<file path="src/rtl/bcd_countdown_timer.sv">
// N-digit packed-BCD countdown timer with pause, bonus time and expiry flags.
// Loads a per-level start value, decrements once every TICK_DIV enabled clocks.
module bcd_countdown_timer #(
  parameter int NUM_DIGITS = 2,
  parameter int TICK_DIV = 1000,
  parameter logic [4*NUM_DIGITS-1:0] LOAD_L0 = 'h60,
  parameter logic [4*NUM_DIGITS-1:0] LOAD_L1 = 'h45,
  parameter logic [4*NUM_DIGITS-1:0] LOAD_L2 = 'h30,
  parameter logic [4*NUM_DIGITS-1:0] LOAD_L3 = 'h15,
  parameter logic [4*NUM_DIGITS-1:0] WARN_VAL = 'h10
) (
  input  logic                    clk,
  input  logic                    rst,
  input  logic                    timerReconfig,
  input  logic                    timerEnable,
  input  logic [1:0]              gameLevel,
  input  logic                    bonus,
  output logic [4*NUM_DIGITS-1:0] digits,
  output logic                    timeout,
  output logic                    expired,
  output logic                    running,
  output logic                    warn
);

  localparam int VW = 4 * NUM_DIGITS;
  localparam int PW = $clog2(TICK_DIV);
  localparam logic [VW-1:0] ALL9 = {NUM_DIGITS{4'h9}};

  typedef enum logic [1:0] {
    IDLE,
    RUN,
    PAUSED,
    EXPIRED
  } state_t;

  state_t        state_q, state_d;
  logic [VW-1:0] value_q, value_d;
  logic [PW-1:0] presc_q, presc_d;
  logic          timeout_q, timeout_d;
  logic [VW-1:0] load_val;
  logic [VW-1:0] dec_v;
  logic [VW-1:0] inc_v;
  logic          tick;

  function automatic logic [VW-1:0] bcd_dec(input logic [VW-1:0] v);
    logic [VW-1:0] r;
    logic          b;
    r = v;
    b = 1'b1;
    for (int i = 0; i < NUM_DIGITS; i++) begin
      if (b) begin
        if (v[4*i +: 4] == 4'd0) begin
          r[4*i +: 4] = 4'd9;
        end else begin
          r[4*i +: 4] = v[4*i +: 4] - 4'd1;
          b = 1'b0;
        end
      end
    end
    return r;
  endfunction

  // All-9s saturates instead of wrapping to zero.
  function automatic logic [VW-1:0] bcd_inc(input logic [VW-1:0] v);
    logic [VW-1:0] r;
    logic          c;
    r = v;
    c = 1'b1;
    if (v != ALL9) begin
      for (int i = 0; i < NUM_DIGITS; i++) begin
        if (c) begin
          if (v[4*i +: 4] == 4'd9) begin
            r[4*i +: 4] = 4'd0;
          end else begin
            r[4*i +: 4] = v[4*i +: 4] + 4'd1;
            c = 1'b0;
          end
        end
      end
    end
    return r;
  endfunction

  assign dec_v = bcd_dec(value_q);
  assign inc_v = bcd_inc(value_q);

  always_comb begin
    load_val = LOAD_L0;
    unique case (gameLevel)
      2'd0: load_val = LOAD_L0;
      2'd1: load_val = LOAD_L1;
      2'd2: load_val = LOAD_L2;
      2'd3: load_val = LOAD_L3;
    endcase
  end

  always_comb begin
    state_d   = state_q;
    value_d   = value_q;
    presc_d   = presc_q;
    timeout_d = 1'b0;
    tick      = 1'b0;
    if (timerReconfig) begin
      value_d = load_val;
      presc_d = '0;
      state_d = IDLE;
    end else begin
      unique case (state_q)
        IDLE: begin
          if (bonus) value_d = inc_v;
          if (timerEnable) begin
            if (value_q == '0 && !bonus) begin
              state_d   = EXPIRED;
              timeout_d = 1'b1;
            end else begin
              state_d = RUN;
            end
          end
        end
        RUN: begin
          if (!timerEnable) begin
            state_d = PAUSED;
            if (bonus) value_d = inc_v;
          end else begin
            tick    = (presc_q == PW'(TICK_DIV - 1));
            presc_d = tick ? '0 : presc_q + PW'(1);
            // A tick and a bonus in the same cycle cancel out.
            if (tick && !bonus) begin
              value_d = dec_v;
              if (dec_v == '0) begin
                state_d   = EXPIRED;
                timeout_d = 1'b1;
              end
            end else if (!tick && bonus) begin
              value_d = inc_v;
            end
          end
        end
        PAUSED: begin
          if (bonus) value_d = inc_v;
          if (timerEnable) state_d = RUN;
        end
        EXPIRED: begin
        end
        default: begin
        end
      endcase
    end
  end

  always_ff @(posedge clk or negedge rst) begin
    if (!rst) begin
      state_q   <= IDLE;
      value_q   <= '0;
      presc_q   <= '0;
      timeout_q <= 1'b0;
    end else begin
      state_q   <= state_d;
      value_q   <= value_d;
      presc_q   <= presc_d;
      timeout_q <= timeout_d;
    end
  end

  assign digits  = value_q;
  assign timeout = timeout_q;
  assign expired = (state_q == EXPIRED);
  assign running = (state_q == RUN);
  assign warn    = (state_q == RUN || state_q == PAUSED)
                   && (value_q <= WARN_VAL);

endmodule

</file>
<file path="config.mk">
export PLATFORM = sky130hd
export DESIGN_NAME = bcd_countdown_timer
export DESIGN_NICKNAME = d
export VERILOG_FILES = /design/src/rtl/bcd_countdown_timer.sv
export SDC_FILE = /design/constraint.sdc
export NUM_CORES = 1
export LEC_CHECK = 0
export ABC_AREA = 1
export ABC_CLOCK_PERIOD_IN_PS = 2500
export BUFFER_PORTS_ARGS = -buffer_cell sky130_fd_sc_hd__buf_4
export CAP_MARGIN = 20
export CORE_AREA = 2 2 63 65
export DETAILED_ROUTE_END_ITERATION = 7
export DIE_AREA = 0 0 65 67
export GPL_ROUTABILITY_DRIVEN = 0
export PLACE_DENSITY = 0.81
export SYNTH_ARGS = -nofsm -noshare
export SYNTH_HDL_FRONTEND = slang
export SYNTH_SLANG_ARGS = --single-unit
</file>
<file path="constraint.sdc">
create_clock -name clk -period 2.5 [get_ports clk]
set_clock_uncertainty 0.15 [all_clocks]
set_input_delay 0.25 -clock clk [delete_from_list [all_inputs] [get_ports clk]]
set_output_delay 0.25 -clock clk [all_outputs]
set_load 0.05 [all_outputs]
</file>
==> impl_metrics.py, run 1 <==
metrics = {
    "synth": {
        "yosysTopAreaCellShare_pct": 27.1,
        "netlist_instances": 295,
        "synth-async-reset-ratio_pct": 100,
        "ys_top_cells_by_area": "sky130_fd_sc_hd__dfrtp_1, sky130_fd_sc_hd__nand2_1, sky130_fd_sc_hd__nand3_1, sky130_fd_sc_hd__ha_1, sky130_fd_sc_hd__inv_1",
        "synth.largest_area_cell": "sky130_fd_sc_hd__dfrtp_1",
        "ys_seq_elements": 21,
        "synth_edf_count": 0,
        "synth_most_common_cell": "sky130_fd_sc_hd__nand2_1",
        "synth.yosys.warnings": 0,
        "synth_cell_types": 34,
        "synth_ff_type": "sky130_fd_sc_hd__dfrtp_1",
        "syn-num-nets": 311,
        "synth.cell_area_sq_um": 1940,
        "synth.avg_cell_area_sq_um": 6.58,
        "synth_sequential_area_ratio_pct": 27.1,
        "netlist_top_cells_count": "sky130_fd_sc_hd__nand2_1, sky130_fd_sc_hd__nand3_1, sky130_fd_sc_hd__inv_1, sky130_fd_sc_hd__nor2_1, sky130_fd_sc_hd__dfrtp_1",
    },
    "setup_path": {
        "worstPathRequired_ps": 2100,
        "critPathCaptureType": "output port",
        "reg2reg_to": "digits[5]",
        "critPathMaxFanout": 7,
        "slowest_stage": "sky130_fd_sc_hd__dfrtp_1",
        "critical_path.startpoint": "digits[1]",
        "startpoint_of_the_lowest_slack_register_to_register_path": "state_q[0]",
        "slowest_delay_ps": 440,
        "critical_path.startpoint_type": "flip-flop",
        "crit_type": "flip-flop to output port",
        "path_cells": "inv_1, ha_1, nand2_1, nor2_2, inv_4, a2111oi_4, buf_6",
        "cp.arrival_ps": 1960,
        "crit_buf_inv": 3,
        "rr_worst_depth": 10,
        "worst_setup_slack_for_register_to_register_paths_ps": 390,
        "path_delay_family": "buffers and inverters",
    },
    "die": {
        "die_w_um": 65,
        "dieArea_sq_um": 4360,
        "start_util_pct": 53.9,
        "floorplan.core_area_sq_um": 3610,
        "top_level_ports": 19,
        "core.rowCount": 22,
        "dieHeight_um": 67,
    },
    "detailed_routing": {
        "detailedRoute.firstIterationViolations": 148,
        "final_antenna_net_count": 0,
        "routedWlPerCell_um": 12.6,
        "first_pass_iters": 4,
        "vias": 1952,
        "wirelength_um": 4530,
        "vias_per_cell": 5.42,
        "post-route-drc-count": 0,
    },
    "grt": {
        "overflow": 0,
        "grt_pass1_vias": 1842,
        "grt.total_usage_pct": 22.8,
        "antenna_found_initial": 0,
        "largest_net_degree_at_the_start_of_global_routing": 22,
        "grt_pass1_wl_um": 7960,
    },
    "cts": {
        "cts_max_path_buffers": 2,
        "clock_insertion_delay_worst_skew_ps": 250,
        "cts_tree": "built",
        "cts_post_setup_buffers_inserted": 0,
        "cts.reportedPaths.clkPinSlew_ps": 70,
        "cts-htree-levels": 1,
        "clock_sink_count": 21,
        "cts-root-buf": "sky130_fd_sc_hd__clkbuf_8",
        "cts_inserted_buffers": 3,
    },
    "placement": {
        "port-buffer-count": 18,
        "dpl_wire_length_um": 3490,
        "numPlacedInstances": 355,
    },
    "power_and_ir_drop": {
        "peak_ir_drop_on_the_vdd_network_uv": 506,
        "power_density_relative_to_cell_area_nw_per_um2": 1060,
        "power_leakage_nw": 1.07,
    },
    "layout": {
        "insertedDiodeCount": 0,
        "finish.net_count": 329,
        "post_route_cells_drive_above_1_share_pct": 19.2,
        "instances_no_fill": 360,
        "area.growth.synth_to_final_pct": 12.2,
    },
    "min_path": {
        "worstHoldEndpoint": "digits[6]",
        "worstHoldPathCells": 6,
        "hold_path_startpoint": "gameLevel[1]",
        "hold_path_class": "input port to flip-flop",
    },
    "flow_run": {
        "max_cap_violations": 0,
    },
    "sta": {
        "fin_setup_tns_ps": 0,
        "tightestPinTransition_ps": 400,
        "timing_max_transition_violations_final": 0,
        "final_period_minus_worst_setup_slack_ps": 2360,
        "finalHoldViolCount": 0,
        "slew-limit-headroom_pct": 73.3,
        "final-setup-viol-count": 0,
        "final.hold.worst_slack_ps": 167,
        "rsz_0062_raised_after_global_routing": "false",
        "max_clock_freq_ghz": 0.424,
        "layout_worst_path_cycle_share_pct": 94.3,
    },
    "run_status": {
        "status": "finished, final reports clean",
    },
}
[area by class of cell]
type / count / area, sq um
clock buffers: 4 / 45.0
flip-flops and latches: 21 / 526
repair buffers: 22 / 171
inverters: 33 / 129
well taps: 48 / 60.1
fillers: 349 / 1430
multi-input cells: 232 / 1250
[per-stage QoR]
step                utilization [%]  cell area [sq um]  worst slack (ps)  total power, W
finish                         60.4               2180               141         0.00230
global route                   60.4               2180              9.78         0.00250
CTS                            60.3               2180               121         0.00229
detailed placement             58.8               2120               413         0.00207
global placement               58.8               2120               464         0.00204
floorplan                         -               1960              44.7         0.00173
[metal layers]
| metal | GRT usage, % | vias to the layer above | routed length (um) |
|---|---|---|---|
| met5 | 0 | - | 0 |
| met4 | 5.59 | 0 | 44 |
| met3 | 1.69 | 6 | 144 |
| met2 | 39.8 | 43 | 2190 |
| met1 | 30.7 | 901 | 2150 |
| li1 | - | 1002 | - |
[power breakdown]
group / total (W) / internal, W / switching [W]
clock network: 0.000218 / 0.000113 / 0.000105
registers: 0.000576 / 0.000414 / 0.000162
logic: 0.00151 / 0.000489 / 0.00102
[cells in the final DEF, fill, tap and decap left out, types with 2 or more instances in the layout]
cell type | Yosys | final
sky130_fd_sc_hd__a21oi_1 | 15 | 15
sky130_fd_sc_hd__a2bb2oi_1 | 2 | 2
sky130_fd_sc_hd__buf_4 | 2 | 20
sky130_fd_sc_hd__clkbuf_8 | 0 | 3
sky130_fd_sc_hd__dfrtp_1 | 21 | 21
sky130_fd_sc_hd__ha_1 | 9 | 9
sky130_fd_sc_hd__inv_1 | 23 | 23
sky130_fd_sc_hd__inv_2 | 8 | 8
sky130_fd_sc_hd__inv_4 | 2 | 2
sky130_fd_sc_hd__nand2_1 | 95 | 95
sky130_fd_sc_hd__nand3_1 | 32 | 32
sky130_fd_sc_hd__nand3_2 | 4 | 4
sky130_fd_sc_hd__nand4_1 | 7 | 7
sky130_fd_sc_hd__nor2_1 | 23 | 23
sky130_fd_sc_hd__nor2_2 | 8 | 8
sky130_fd_sc_hd__nor2_4 | 3 | 3
sky130_fd_sc_hd__o211ai_1 | 5 | 5
sky130_fd_sc_hd__o21ai_0 | 11 | 11
sky130_fd_sc_hd__o21ai_1 | 2 | 2
sky130_fd_sc_hd__o21ai_2 | 3 | 3
[logic make-up (layout without fill, tap and decap cells)]
kind of cell | count (synthesis) | after routing | synth area share, %
AND/OR/NAND/NOR | 180 | 180 | 43.6
AO/OA/AOI/OAI | 42 | 42 | 13.5
buffers and inverters | 42 | 59 | 9.54
flip-flops | 21 | 21 | 27.1
adder cells (fa/ha/maj) | 9 | 9 | 5.80
XOR/XNOR | 1 | 1 | 0.451
[worst reg2reg max path, delay by kind of cell, from the launching register on]
kind | cells | cell delay, ps
compound gates | 2 | 190
fa+ha+maj | 1 | 220
buf+inv | 3 | 390
flops | 1 | 420
simple gates | 4 | 670
[timing repair]
action / 4_1_cts / 5_1_grt
gates resized for setup: 0 / 1
setup endpoints to repair: 0 / 1
hold buffers: 1 / 0
hold endpoints to repair: 21 / 0
[worst max path at each step]
stage,endpoint,slack (ps),cells after the start
2_1_floorplan,warn,40,6
3_3_place_gp,warn,460,7
3_5_place_dp,warn,410,7
4_1_cts,warn,120,7
5_1_grt,warn,10,7
6_report,warn,140,7
[registers in the layout, indices dropped and copies added (netlist names)]
name / flops
digits: 8
presc_q: 10
state_q: 2
timeout: 1
Note: power is estimated with default switching activity, not from simulation.
==> run 2: changes to the inputs <==
Settings changed: CORE_AREA 2 2 63 65 to 2 2 61 63, DIE_AREA 0 0 65 67 to 0 0 63 65, MAX_ROUTING_LAYER set to met4, PLACE_DENSITY 0.81 to 0.85.
==> run 2 against run 1 <==
Combinational power is essentially flat. Utilization grew 1.0 points. Die area shrank 6.0%. Critical path depth is the same. Cell area shrank 1.4%. Flip-flop and latch count is the same. Hold slack lost 47 ps. Highest routed layer unchanged.
==> impl_metrics.py, run 2 (synthesis results as in run 1) <==
metrics = {
    "detailed_routing": {
        "wirelength_um": 4310,
        "vias": 1882,
        "vias_per_cell": 5.24,
        "detailedRoute.firstIterationViolations": 192,
        "final_antenna_net_count": 0,
        "post-route-drc-count": 0,
        "first_pass_iters": 4,
        "routedWlPerCell_um": 12.0,
    },
    "layout": {
        "post_route_cells_drive_above_1_share_pct": 19.3,
        "finish.net_count": 328,
        "largest_reg_flops": 10,
        "layout_commonest_cell": "sky130_fd_sc_hd__nand2_1",
        "finish.utilization_pct": 61.5,
        "postLayoutCellArea_sq_um": 2150,
        "most-common-layout-cells": "sky130_fd_sc_hd__nand2_1, sky130_fd_sc_hd__nand3_1, sky130_fd_sc_hd__nor2_1",
        "insertedDiodeCount": 0,
        "area.growth.synth_to_final_pct": 10.7,
        "largest-register": "presc_q",
        "instances_no_fill": 359,
        "final.fill_count": 339,
    },
    "power_and_ir_drop": {
        "peak_ir_drop_on_the_vdd_network_uv": 468,
        "power_leakage_nw": 1.06,
        "power_density_relative_to_cell_area_nw_per_um2": 1030,
    },
    "setup_path": {
        "worstPathRequired_ps": 2100,
        "cp.arrival_ps": 1940,
        "critPathMaxFanout": 7,
        "critPathCaptureType": "output port",
        "critical_path.startpoint_type": "flip-flop",
        "crit_type": "flip-flop to output port",
    },
    "sta": {
        "layout_worst_path_cycle_share_pct": 93.7,
        "fin_setup_tns_ps": 0,
        "max_clock_freq_ghz": 0.427,
        "rsz_0062_raised_after_global_routing": "false",
        "timing_max_transition_violations_final": 0,
        "finalHoldViolCount": 0,
        "final_period_minus_worst_setup_slack_ps": 2340,
        "final-setup-viol-count": 0,
        "final.hold.worst_slack_ps": 120,
        "slew-limit-headroom_pct": 71.5,
        "tightestPinTransition_ps": 428,
    },
    "cts": {
        "cts_max_path_buffers": 2,
        "cts_tree": "built",
        "clock_insertion_delay_worst_skew_ps": 290,
        "cts_post_setup_buffers_inserted": 0,
        "clock_sink_count": 21,
        "cts-root-buf": "sky130_fd_sc_hd__clkbuf_4",
        "cts-htree-levels": 1,
        "cts.reportedPaths.clkPinSlew_ps": 110,
        "cts_inserted_buffers": 3,
    },
    "die": {
        "dieArea_sq_um": 4100,
        "core.rowCount": 22,
        "start_util_pct": 55.5,
        "dieHeight_um": 65,
        "die_w_um": 63,
        "floorplan.core_area_sq_um": 3500,
        "top_level_ports": 19,
    },
    "run_status": {
        "status": "finished, final reports clean",
    },
    "placement": {
        "numPlacedInstances": 354,
        "dpl_wire_length_um": 3360,
        "dpl_cell_area_sq_um": 2110,
        "port-buffer-count": 18,
    },
    "grt": {
        "grt.total_usage_pct": 23.5,
        "overflow": 0,
        "grt_pass1_wl_um": 7620,
        "antenna_found_initial": 0,
        "grt_pass1_vias": 1758,
        "largest_net_degree_at_the_start_of_global_routing": 22,
    },
    "min_path": {
        "hold_path_class": "input port to flip-flop",
    },
    "flow_run": {
        "max_cap_violations": 0,
    },
}
==> run 2: cell types whose count changed in the layout (fill, tap and decap cells not counted), sizes merged <==
cell,before,now
buf,21,20
==> run 2: through the flow <==
stage	total power [W]	setup WS [ps]
global placement	0.00202	467
finish	0.00221	158
CTS	0.00221	81.3
detailed placement	0.00205	410
floorplan	0.00173	44.7
global route	0.00242	20.4
==> run 2: final timing paths <==
path | cells past startpoint | end | slack (ps) | from
max in group asynchronous | 2 | presc_q[4] | 1770 | rst
worst min-delay path | 6 | digits[6] | 120 | gameLevel[1]
min in group asynchronous | 2 | presc_q[3] | 210 | rst
worst max register to register | 9 | presc_q[8] | 430 | state_q[1]
worst max-delay path | 7 | warn | 160 | digits[1]
worst min register to register | 1 | presc_q[1] | 400 | presc_q[1]
==> run 2: critical path, stage by stage (launching register included) <==
cell                        delay, ps
sky130_fd_sc_hd__dfrtp_1          470
sky130_fd_sc_hd__inv_2            130
sky130_fd_sc_hd__ha_1             200
sky130_fd_sc_hd__nand2_1           80
sky130_fd_sc_hd__nor2_2           170
sky130_fd_sc_hd__inv_4             80
sky130_fd_sc_hd__a2111oi_4        280
sky130_fd_sc_hd__buf_4            250
==> run 2: area by class of cell <==
| type | count | area (sq um) | area share (%) |
|---|---|---|---|
| clock buffers | 4 | 26.3 | 1.22 |
| repair buffers | 21 | 160 | 7.45 |
| flip-flops and latches | 21 | 526 | 24.4 |
| multi-input cells | 232 | 1250 | 58.1 |
| well taps | 48 | 60.1 | 2.79 |
| inverters | 33 | 129 | 6.00 |
==> run 2: routing by layer <==
metal	part of all wire, %	up-vias	GRT usage [%]
li1	-	1000	-
met1	48	845	30.5
met2	48	35	40.7
met3	3.8	2	2.08
met4	0.44	0	4.44
met5	0	-	-
==> run 2: repair_timing <==
item | CTS | global route
hold buffers | 1 | 0
setup endpoints to repair | 0 | 1
endpoints found under the hold margin | 21 | 0
gates resized for setup | 0 | 1
==> run 2: where the power goes <==
| group | switching (W) | internal, W | leakage, nW |
|---|---|---|---|
| Sequential | 0.000164 | 0.000413 | 0.278 |
| Clock | 0.0000950 | 0.0000620 | 0.0150 |
| Combinational | 0.000999 | 0.000477 | 0.767 |
| Total | 0.00126 | 0.000953 | 1.06 |
